<file path="config.mk">
export PLATFORM = sky130hd
export DESIGN_NAME = seq_frame_ctrl
export DESIGN_NICKNAME = d
export VERILOG_FILES = /design/src/rtl/seq_frame_ctrl_pkg.sv /design/src/rtl/seq_bit_tick.sv /design/src/rtl/seq_frame_ctrl.sv
export SDC_FILE = /design/constraint.sdc
export NUM_CORES = 1
export LEC_CHECK = 0
export CAP_MARGIN = 15
export CORE_ASPECT_RATIO = 1.75
export CORE_MARGIN = 10
export CORE_UTILIZATION = 45
export DETAILED_ROUTE_END_ITERATION = 12
export PLACE_DENSITY = 0.75
export SYNTH_ARGS = -nofsm -noshare
export SYNTH_HDL_FRONTEND = slang
export SYNTH_SLANG_ARGS = --single-unit
export TNS_END_PERCENT = 1
</file>
<file path="constraint.sdc">
create_clock -name clk -period 1.63 [get_ports clk]
set_input_delay 0.326 -clock clk [delete_from_list [all_inputs] [get_ports clk]]
set_output_delay 0.326 -clock clk [all_outputs]
set_load 0.005 [all_outputs]
</file>
<file path="src/rtl/seq_frame_ctrl_pkg.sv">
`default_nettype none
// +--------------------------------------------------------------------+
// | Module      : seq_frame_ctrl_pkg                                   |
// | Description : Shared FSM state encoding and counter-width helper   |
// |               for the serial-frame sequencer.                      |
// | Revision    : 1.0 - initial release                                |
// +--------------------------------------------------------------------+
package seq_frame_ctrl_pkg;

    // Sequencer states; the encoding is shared with the detector bench.
    typedef enum logic [1:0] {
        ST_IDLE  = 2'd0,
        ST_LOAD  = 2'd1,
        ST_SHIFT = 2'd2,
        ST_DONE  = 2'd3
    } seq_state_t;

    // Bits needed to hold a counter that runs 0..n-1 (never narrower than 1).
    function automatic int cnt_width(input int n);
        return (n <= 2) ? 1 : $clog2(n);
    endfunction

endpackage
`default_nettype wire

</file>
<file path="src/rtl/seq_bit_tick.sv">
`default_nettype none
// +--------------------------------------------------------------------+
// | Module      : seq_bit_tick                                         |
// | Description : Bit-period divider. Emits one tick every DIV cycles  |
// |               while enabled; reloads whenever disabled so each     |
// |               frame starts with a full bit period.                 |
// | Revision    : 1.0 - initial release                                |
// +--------------------------------------------------------------------+
module seq_bit_tick
    import seq_frame_ctrl_pkg::*;
#(
    parameter int DIV = 1
) (
    input  logic clk,
    input  logic clr,
    input  logic en,
    output logic tick
);

    localparam int                 c_DIV_W = cnt_width(DIV);
    localparam logic [c_DIV_W-1:0] c_RELOAD = c_DIV_W'(DIV - 1);

    logic [c_DIV_W-1:0] r_cnt;

    // Tick on the last cycle of each bit period; depends on registered state only.
    assign tick = en && (r_cnt == '0);

    // Down-counter: held at reload while disabled, wraps to reload after each tick.
    always_ff @(posedge clk or posedge clr) begin
        if (clr) begin
            r_cnt <= '0;
        end else if (!en || tick) begin
            r_cnt <= c_RELOAD;
        end else begin
            r_cnt <= r_cnt - 1'b1;
        end
    end

endmodule
`default_nettype wire

</file>
<file path="src/rtl/seq_frame_ctrl.sv">
`default_nettype none
// +--------------------------------------------------------------------+
// | Module      : seq_frame_ctrl                                       |
// | Description : Serial pattern-detector sequencer. Latches a word on |
// |               a start edge, shifts it out LSB-first with a valid   |
// |               strobe, counts detector matches (saturating) and     |
// |               holds the result with a done flag.                   |
// | Revision    : 1.0 - initial release                                |
// +--------------------------------------------------------------------+
module seq_frame_ctrl
    import seq_frame_ctrl_pkg::*;
#(
    parameter int WIDTH = 16,
    parameter int CNT_W = 5,
    parameter int DIV   = 1
) (
    input  logic             clk,
    input  logic             clr,
    input  logic             start,
    input  logic             abort,
    input  logic [WIDTH-1:0] data_in,
    input  logic             match_in,
    output logic             det_clr,
    output logic             bit_out,
    output logic             bit_valid,
    output logic             busy,
    output logic             done,
    output logic [CNT_W-1:0] count
);

    localparam int                 c_IDX_W    = cnt_width(WIDTH);
    localparam logic [c_IDX_W-1:0] c_IDX_LAST = c_IDX_W'(WIDTH - 1);
    localparam logic [CNT_W-1:0]   c_CNT_MAX  = '1;

    seq_state_t         r_state;
    seq_state_t         w_state_nxt;
    logic [WIDTH-1:0]   r_shreg;
    logic [c_IDX_W-1:0] r_idx;
    logic [CNT_W-1:0]   r_count;
    logic               r_start_q;
    logic               w_start_edge;
    logic               w_tick_en;
    logic               w_tick;

    assign w_start_edge = start & ~r_start_q;
    assign w_tick_en    = (r_state == ST_SHIFT);
    assign count        = r_count;

    // Bit-period timing; disabled (and therefore reloaded) outside SHIFT.
    seq_bit_tick #(
        .DIV (DIV)
    ) u_bit_tick (
        .clk  (clk),
        .clr  (clr),
        .en   (w_tick_en),
        .tick (w_tick)
    );

    // State register.
    always_ff @(posedge clk or posedge clr) begin
        if (clr) begin
            r_state <= ST_IDLE;
        end else begin
            r_state <= w_state_nxt;
        end
    end

    // Next-state logic and output decode from registered state.
    always_comb begin
        w_state_nxt = r_state;
        det_clr     = (r_state == ST_LOAD);
        busy        = (r_state == ST_LOAD) || (r_state == ST_SHIFT);
        done        = (r_state == ST_DONE);
        bit_valid   = (r_state == ST_SHIFT) && w_tick;
        bit_out     = (r_state == ST_SHIFT) && r_shreg[0];

        if (abort) begin
            // abort wins over everything, including a simultaneous start edge
            w_state_nxt = ST_IDLE;
        end else begin
            case (r_state)
                ST_IDLE:  if (w_start_edge) w_state_nxt = ST_LOAD;
                ST_LOAD:  w_state_nxt = ST_SHIFT;
                ST_SHIFT: if (bit_valid && (r_idx == c_IDX_LAST)) w_state_nxt = ST_DONE;
                ST_DONE:  if (w_start_edge) w_state_nxt = ST_LOAD;
                default:  w_state_nxt = ST_IDLE;
            endcase
        end
    end

    // Datapath: edge detector, shift register, bit index and match counter.
    always_ff @(posedge clk or posedge clr) begin
        if (clr) begin
            r_start_q <= 1'b0;
            r_shreg   <= '0;
            r_idx     <= '0;
            r_count   <= '0;
        end else begin
            // tracks start in every state so a press held across abort cannot retrigger
            r_start_q <= start;
            if (r_state == ST_LOAD) begin
                r_shreg <= data_in;
                r_idx   <= '0;
                r_count <= '0;
            end else if (bit_valid) begin
                r_shreg <= r_shreg >> 1;
                r_idx   <= r_idx + 1'b1;
                if (match_in && (r_count != c_CNT_MAX)) begin
                    r_count <= r_count + 1'b1;
                end
            end
        end
    end

endmodule
`default_nettype wire

</file>
==> reports/metrics.cfg, run 1 <==
[synthesis]
yosys_warnings=0
syn_nets=164
yosysUniqueCellTypes=29
netlist_instances=137
ys_ff_latch=29
netlist_area_mm2=0.001418
synth.top_cell.area_share_pct=51.19
synth-edff-count=0
yosysSeqAreaShare_pct=51.19
syn_avg_cell_area_um2=10.35
yosys-top-cells-area=dfrtp_1 51%, mux2i_1 11%, nand2_1 6.1%, ha_1 5.3%, o21ai_0 4.2%
synth_ff_type=dfrtp_1
synthArstFlopShare_pct=100.0
yosysTopAreaCell=dfrtp_1

[place]
globalplace.congestion=0.7709
io_buffers=30
place_hpwl_mm=2.229
placed_area_mm2=0.001824
place_ws_ps=-64.57

[clock_tree]
insertion_delay_ps=280
cts_tree=built
clock_sinks=29
root_buffer=clkbuf_8
htree_levels=2
clk_pin_slew_ps=60
clockBufferDepth=2
cts_buffers=5

[critical_path]
crit_path_start_kind=flop
crit_start=count[1]$_DFFE_PP0P_
critical_path_class=flop to flop
critPathMaxFanout=6
r2r_start=count[1]$_DFFE_PP0P_
endpoint_kind=flop
crit_required_ps=1830
arrival_ps=1860

[power_and_ir_drop]
p_per_area_mw_per_mm2=1514
vdd_ir_drop_max_mv=0.9972
fin_total_pwr_uw=2974
p_leak_uw=0.0008585

[routing]
postRouteAntennaNets=0
wirelength_mm=3.016
vias_per_cell=4.905
num_vias=1084
drc=0
drtIter0Drc=22
post_drt_wl_per_cell_um=13.65
first_pass_iters=5

[timing]
timing.hold.ws_ps=418.4
rsz0062_at_grt=true
period_minus_slack_ps=1653
finalHoldViolCount=0
setup_ws_ps=-22.77
slew_viol_final=0
max_freq_mhz=605.0
fin_crit_sh_pct=101.4
skew_ps=2.900
setup_viol=3
fin_setup_tns_ps=-58.57

[floorplan]
core_region_area_mm2=0.002960
die_w_um=62.43
io_pins=31
start_util_pct=47.89
dieArea_mm2=0.005884
fp-row-count=26
dieHeight_um=94.25

[run_status]
violations=setup timing
status=complete, but fails checks

[grt]
grt_max_degree=43
antenna_found_initial=0
grt_util_met2_pct=19.76
top_usage_layer=met2
grt_pass1_vias=1199
grt-ovfl-total=0
use_met1_pct=10.49
grtUsageMet3_pct=3.584
gr-usage-all-layers_pct=10.87
grt_pass1_wl_mm=5.202

[final_layout]
num_antenna_cells=0
postLayoutCellArea_mm2=0.001964
final_cell_mix=29 x dfrtp_1, 24 x clkdlybuf4s50_1, 23 x nand2_1
area_growth_pct=38.57
nets=206
nFillCells=242
layout_commonest_cell=dfrtp_1
drive_gt1_share_pct=16.76

[run]
cap_viol_max_count=0

[min_path]
worstHoldPathType=primary input to async pin

-- Yosys cell counts, types with 2 or more instances --
cell	instances
nand2b_1	2
or3_1	3
o21ai_0	12
dfrtp_1	29
clkbuf_1	5
nand2_1	23
nand3_1	2
xnor2_1	2
mux2i_1	15
nor2_1	5
o21ai_1	7
inv_1	5
a21oi_1	6
ha_1	6
-- sequential cells by signal (all words and copies together), names as in the netlist --
signal and count:
r_start_q 1, count 5, r_state 2, u_bit_tick.r_cnt 1, r_idx 4, r_shreg 16
-- where the power goes --
part	switching, µW	total [µW]	internal, µW
combinational	617	1250	637
clock	246	580	334
sequential	151	1140	989
-- metal layers --
metal	vias to the layer above	wire length, µm
li1	553	-
met1	496	1195
met2	29	1591
met3	6	157
met4	0	71
met5	-	0
-- timing repair --
action,4_1_cts,5_1_grt
setup buffers,1,0
pin swaps,0,0
resized for setup,9,8
endpoints found under the setup margin,7,7
hold buffers,0,0
-- worst paths after layout --
path | endpoint | slack (ps) | cells after the start
min | count[2]$_DFFE_PP0P_ | 420 | 3
min reg2reg | r_shreg[15]$_DFFE_PP0P_ | 540 | 2
min in group clk | r_start_q$_DFF_PP0_ | 520 | 1
max in group asynchronous | r_shreg[6]$_DFFE_PP0P_ | 940 | 3
max | count[3]$_DFFE_PP0P_ | -20 | 6
max reg2reg | count[3]$_DFFE_PP0P_ | -20 | 6
-- area by class of cell --
class	count	area, µm²	share of cell area [%]
sequential	29	725.7	36.94
multi-input combinational	95	679.4	34.59
timing repair buffer	42	392.9	20.00
clock buffer	7	86.33	4.395
tap	42	52.55	2.675
inverter	6	27.53	1.401
-- logic make-up after synthesis --
kind of cell	after synthesis	share of synthesized area, %
compound gates	28	10.50
other cells	1	0.2645
buf+inv	13	5.119
simple gates	41	14.39
flops	29	51.19
xor+xnor	3	1.854
mux	16	11.39
fa+ha+maj	6	5.296
-- critical path, cell delays in order (launching register included) --
cell and delay (ps):
dfrtp_1 380, ha_2 190, and3_4 180, ha_4 150
nand4bb_4 220, or3_1 340, a21oi_1 120
-- per-stage QoR --
| stage | utilization [%] | cells |
|---|---|---|
| 2_1_floorplan | - | 137 |
| 3_3_place_gp | 61.62 | 213 |
| 3_5_place_dp | 61.62 | 213 |
| 4_1_cts | 65.26 | 221 |
| 5_1_grt | 66.36 | 221 |
| 6_report | 66.36 | 221 |
No activity file was read; power rests on OpenSTA's default activity.
==> run 2: changes to the inputs <==
CORE_MARGIN = default   (was 10)
CORE_UTILIZATION = 49   (was 45)
PLACE_DENSITY = 0.78   (was 0.75)
REMOVE_ABC_BUFFERS = 1   (was default)
clock period = 1.9 ns   (was 1.63 ns; I/O delays follow)
==> run 2 against run 1 <==
The flow now finishes without violations. Die area shrank 47%. Sequential share of layout area grew 1.2 points. Register-to-register slack gained 120 ps. Critical path type is now flop to output port. Highest routed layer unchanged.
==> reports/metrics.cfg, run 2 (synthesis results as in run 1) <==
[clock_tree]
htree_levels=2  ; unchanged
root_buffer=clkbuf_8
clock_sinks=29  ; unchanged
cts_tree=built
insertion_delay_ps=280  ; about the same
clk_pin_slew_ps=60  ; about the same
cts_buffers=5  ; unchanged
clockBufferDepth=2  ; unchanged

[critical_path]
endpoint_kind=output port
crit_path_start_kind=flop
r2r_slack_ps=100  ; +120 ps
reg2regPathDepth=6  ; unchanged
r2r-end=count[3]$_DFFE_PP0P_
crit_required_ps=1520  ; -310 ps
critPathMaxFanout=3  ; -3
critical_path_class=flop to output port
arrival_ps=1450  ; -410 ps
r2r_start=count[1]$_DFFE_PP0P_
crit_start=r_state[1]$_DFFE_PP0P_

[final_layout]
num_antenna_cells=0  ; unchanged
drive_gt1_share_pct=14.86  ; -1.9 points
fin_util_pct=69.93  ; +3.6 points
final_cell_mix=29 x dfrtp_1, 27 x clkdlybuf4s50_1, 23 x nand2_1
regMostFlops=r_shreg
layout_commonest_cell=dfrtp_1
largest_reg_flops=16  ; unchanged
area_growth_pct=34.25
nets=201  ; -2.4%

[power_and_ir_drop]
power.share.clock_pct=21.9  ; +2.4 points
switching_share_pct=33.71  ; -0.38 points
switchingPower_uw=852.9  ; -16%
p_per_area_mw_per_mm2=1330  ; -12%
power_frac_comb_pct=39.3  ; -2.9 points
fin_total_pwr_uw=2530  ; -15%
vdd_ir_drop_max_mv=0.9600  ; -3.7%
seqPwrFrac_pct=38.8  ; +0.5 points
internal_power_uw=1678  ; -14%
p_leak_uw=0.0008427  ; -1.8%

[run]
cap_viol_max_count=0  ; unchanged

[routing]
drc=0  ; unchanged
vias_per_cell=5.257  ; +7.2%
postRouteAntennaNets=0  ; unchanged
wirelength_mm=2.605  ; -14%
drtIter0Drc=30  ; +36%
post_drt_wl_per_cell_um=12.90  ; -5.5%
num_vias=1062  ; -2.0%
first_pass_iters=3  ; -2

[min_path]
worstHoldPathType=primary input to async pin

[timing]
finalHoldViolCount=0  ; unchanged
slew_viol_final=0  ; unchanged
max_freq_mhz=547.3
fin_crit_sh_pct=96.17
rsz0062_at_grt=true
period_minus_slack_ps=1827
setup_viol=0  ; -3
skew_ps=5.392  ; +2.493 ps

[place]
globalplace.congestion=0.7962  ; +3.3%
io_buffers=30  ; unchanged
place_hpwl_mm=1.882  ; -16%

[floorplan]
io_pins=31  ; unchanged
dieArea_mm2=0.003121  ; -47%
core_region_area_mm2=0.002721  ; -8.1%
fp-row-count=25  ; -3.8%
die_w_um=42.66  ; -32%
dieHeight_um=73.16  ; -22%
start_util_pct=52.09  ; +4.2 points

[grt]
grt_pass1_wl_mm=4.519  ; -13%
grt_max_degree=43  ; unchanged
gr-usage-all-layers_pct=19.20  ; +8.3 points
grt-ovfl-total=0  ; unchanged
grt_pass1_vias=1031  ; -14%
antenna_found_initial=0  ; unchanged

[run_status]
status=completed

## run 2: cell count changes in the layout (fill, tap and decap cells not counted), sizes merged
cell,delta
clkdlybuf4s15,-2
dlygate4sd2,-1
clkinv,+1
buf,-5
clkdlybuf4s50,+3
## run 2: worst max path at each step
stage,endpoint,slack [ps],cells past startpoint
2_1_floorplan,count[3]$_DFFE_PP0P_,100,6
3_3_place_gp,count[3]$_DFFE_PP0P_,110,6
3_5_place_dp,count[3]$_DFFE_PP0P_,30,6
4_1_cts,count[3]$_DFFE_PP0P_,10,6
5_1_grt,count[3]$_DFFE_PP0P_,-0.4,6
6_report,det_clr,70,3
## run 2: layout make-up
cell class | instances | area [µm²]
clock buffers | 7 | 96.34
well taps | 27 | 33.78
repair buffers | 37 | 352.8
clock inverters | 1 | 5.005
multi-input cells | 95 | 661.9
fillers | 226 | 818.3
inverters | 6 | 27.53
flip-flops and latches | 29 | 725.7
## run 2: worst max-delay path, cell delays in order (launching register included)
cell	delay [ps]
dfrtp_1	430
inv_2	80
ha_2	170
clkdlybuf4s50_1	490
## run 2: metal layers
layer	vias to the layer above	share of wire, %	track usage, %
met2	24	56	34.51
li1	536	-	-
met4	0	1.3	6.250
met5	-	0	0
met3	4	2.8	5.198
met1	498	40	21.41
## run 2: power groups by stage
stage / registers [µW] / logic (µW) / clock network [µW]
after floorplan: 960 / 608 / 0
after CTS: 981 / 1010 / 566
after global placement: 976 / 909 / 0
final: 981 / 995 / 555
after global routing: 1010 / 1140 / 598
after detailed placement: 990 / 954 / 0
## run 2: repair_timing
item	in CTS	in global routing
pin swaps	0	1
setup endpoints to repair	3	4
setup buffers	1	0
gates resized for setup	6	6
hold buffers	0	0
hold endpoints to repair	0	0
## run 2: through the flow
step	setup WS, ps	hold slack [ps]	setup TNS [ps]	instance area [µm²]	cells
after floorplan	97.26	411.4	0	1373	130
after global placement	112.3	518.6	0	1752	193
after detailed placement	28.89	536.0	0	1752	193
after CTS	11.78	482.1	0	1878	202
after global routing	-0.3710	514.2	-0.3710	1903	202
final	72.81	467.0	0	1903	202
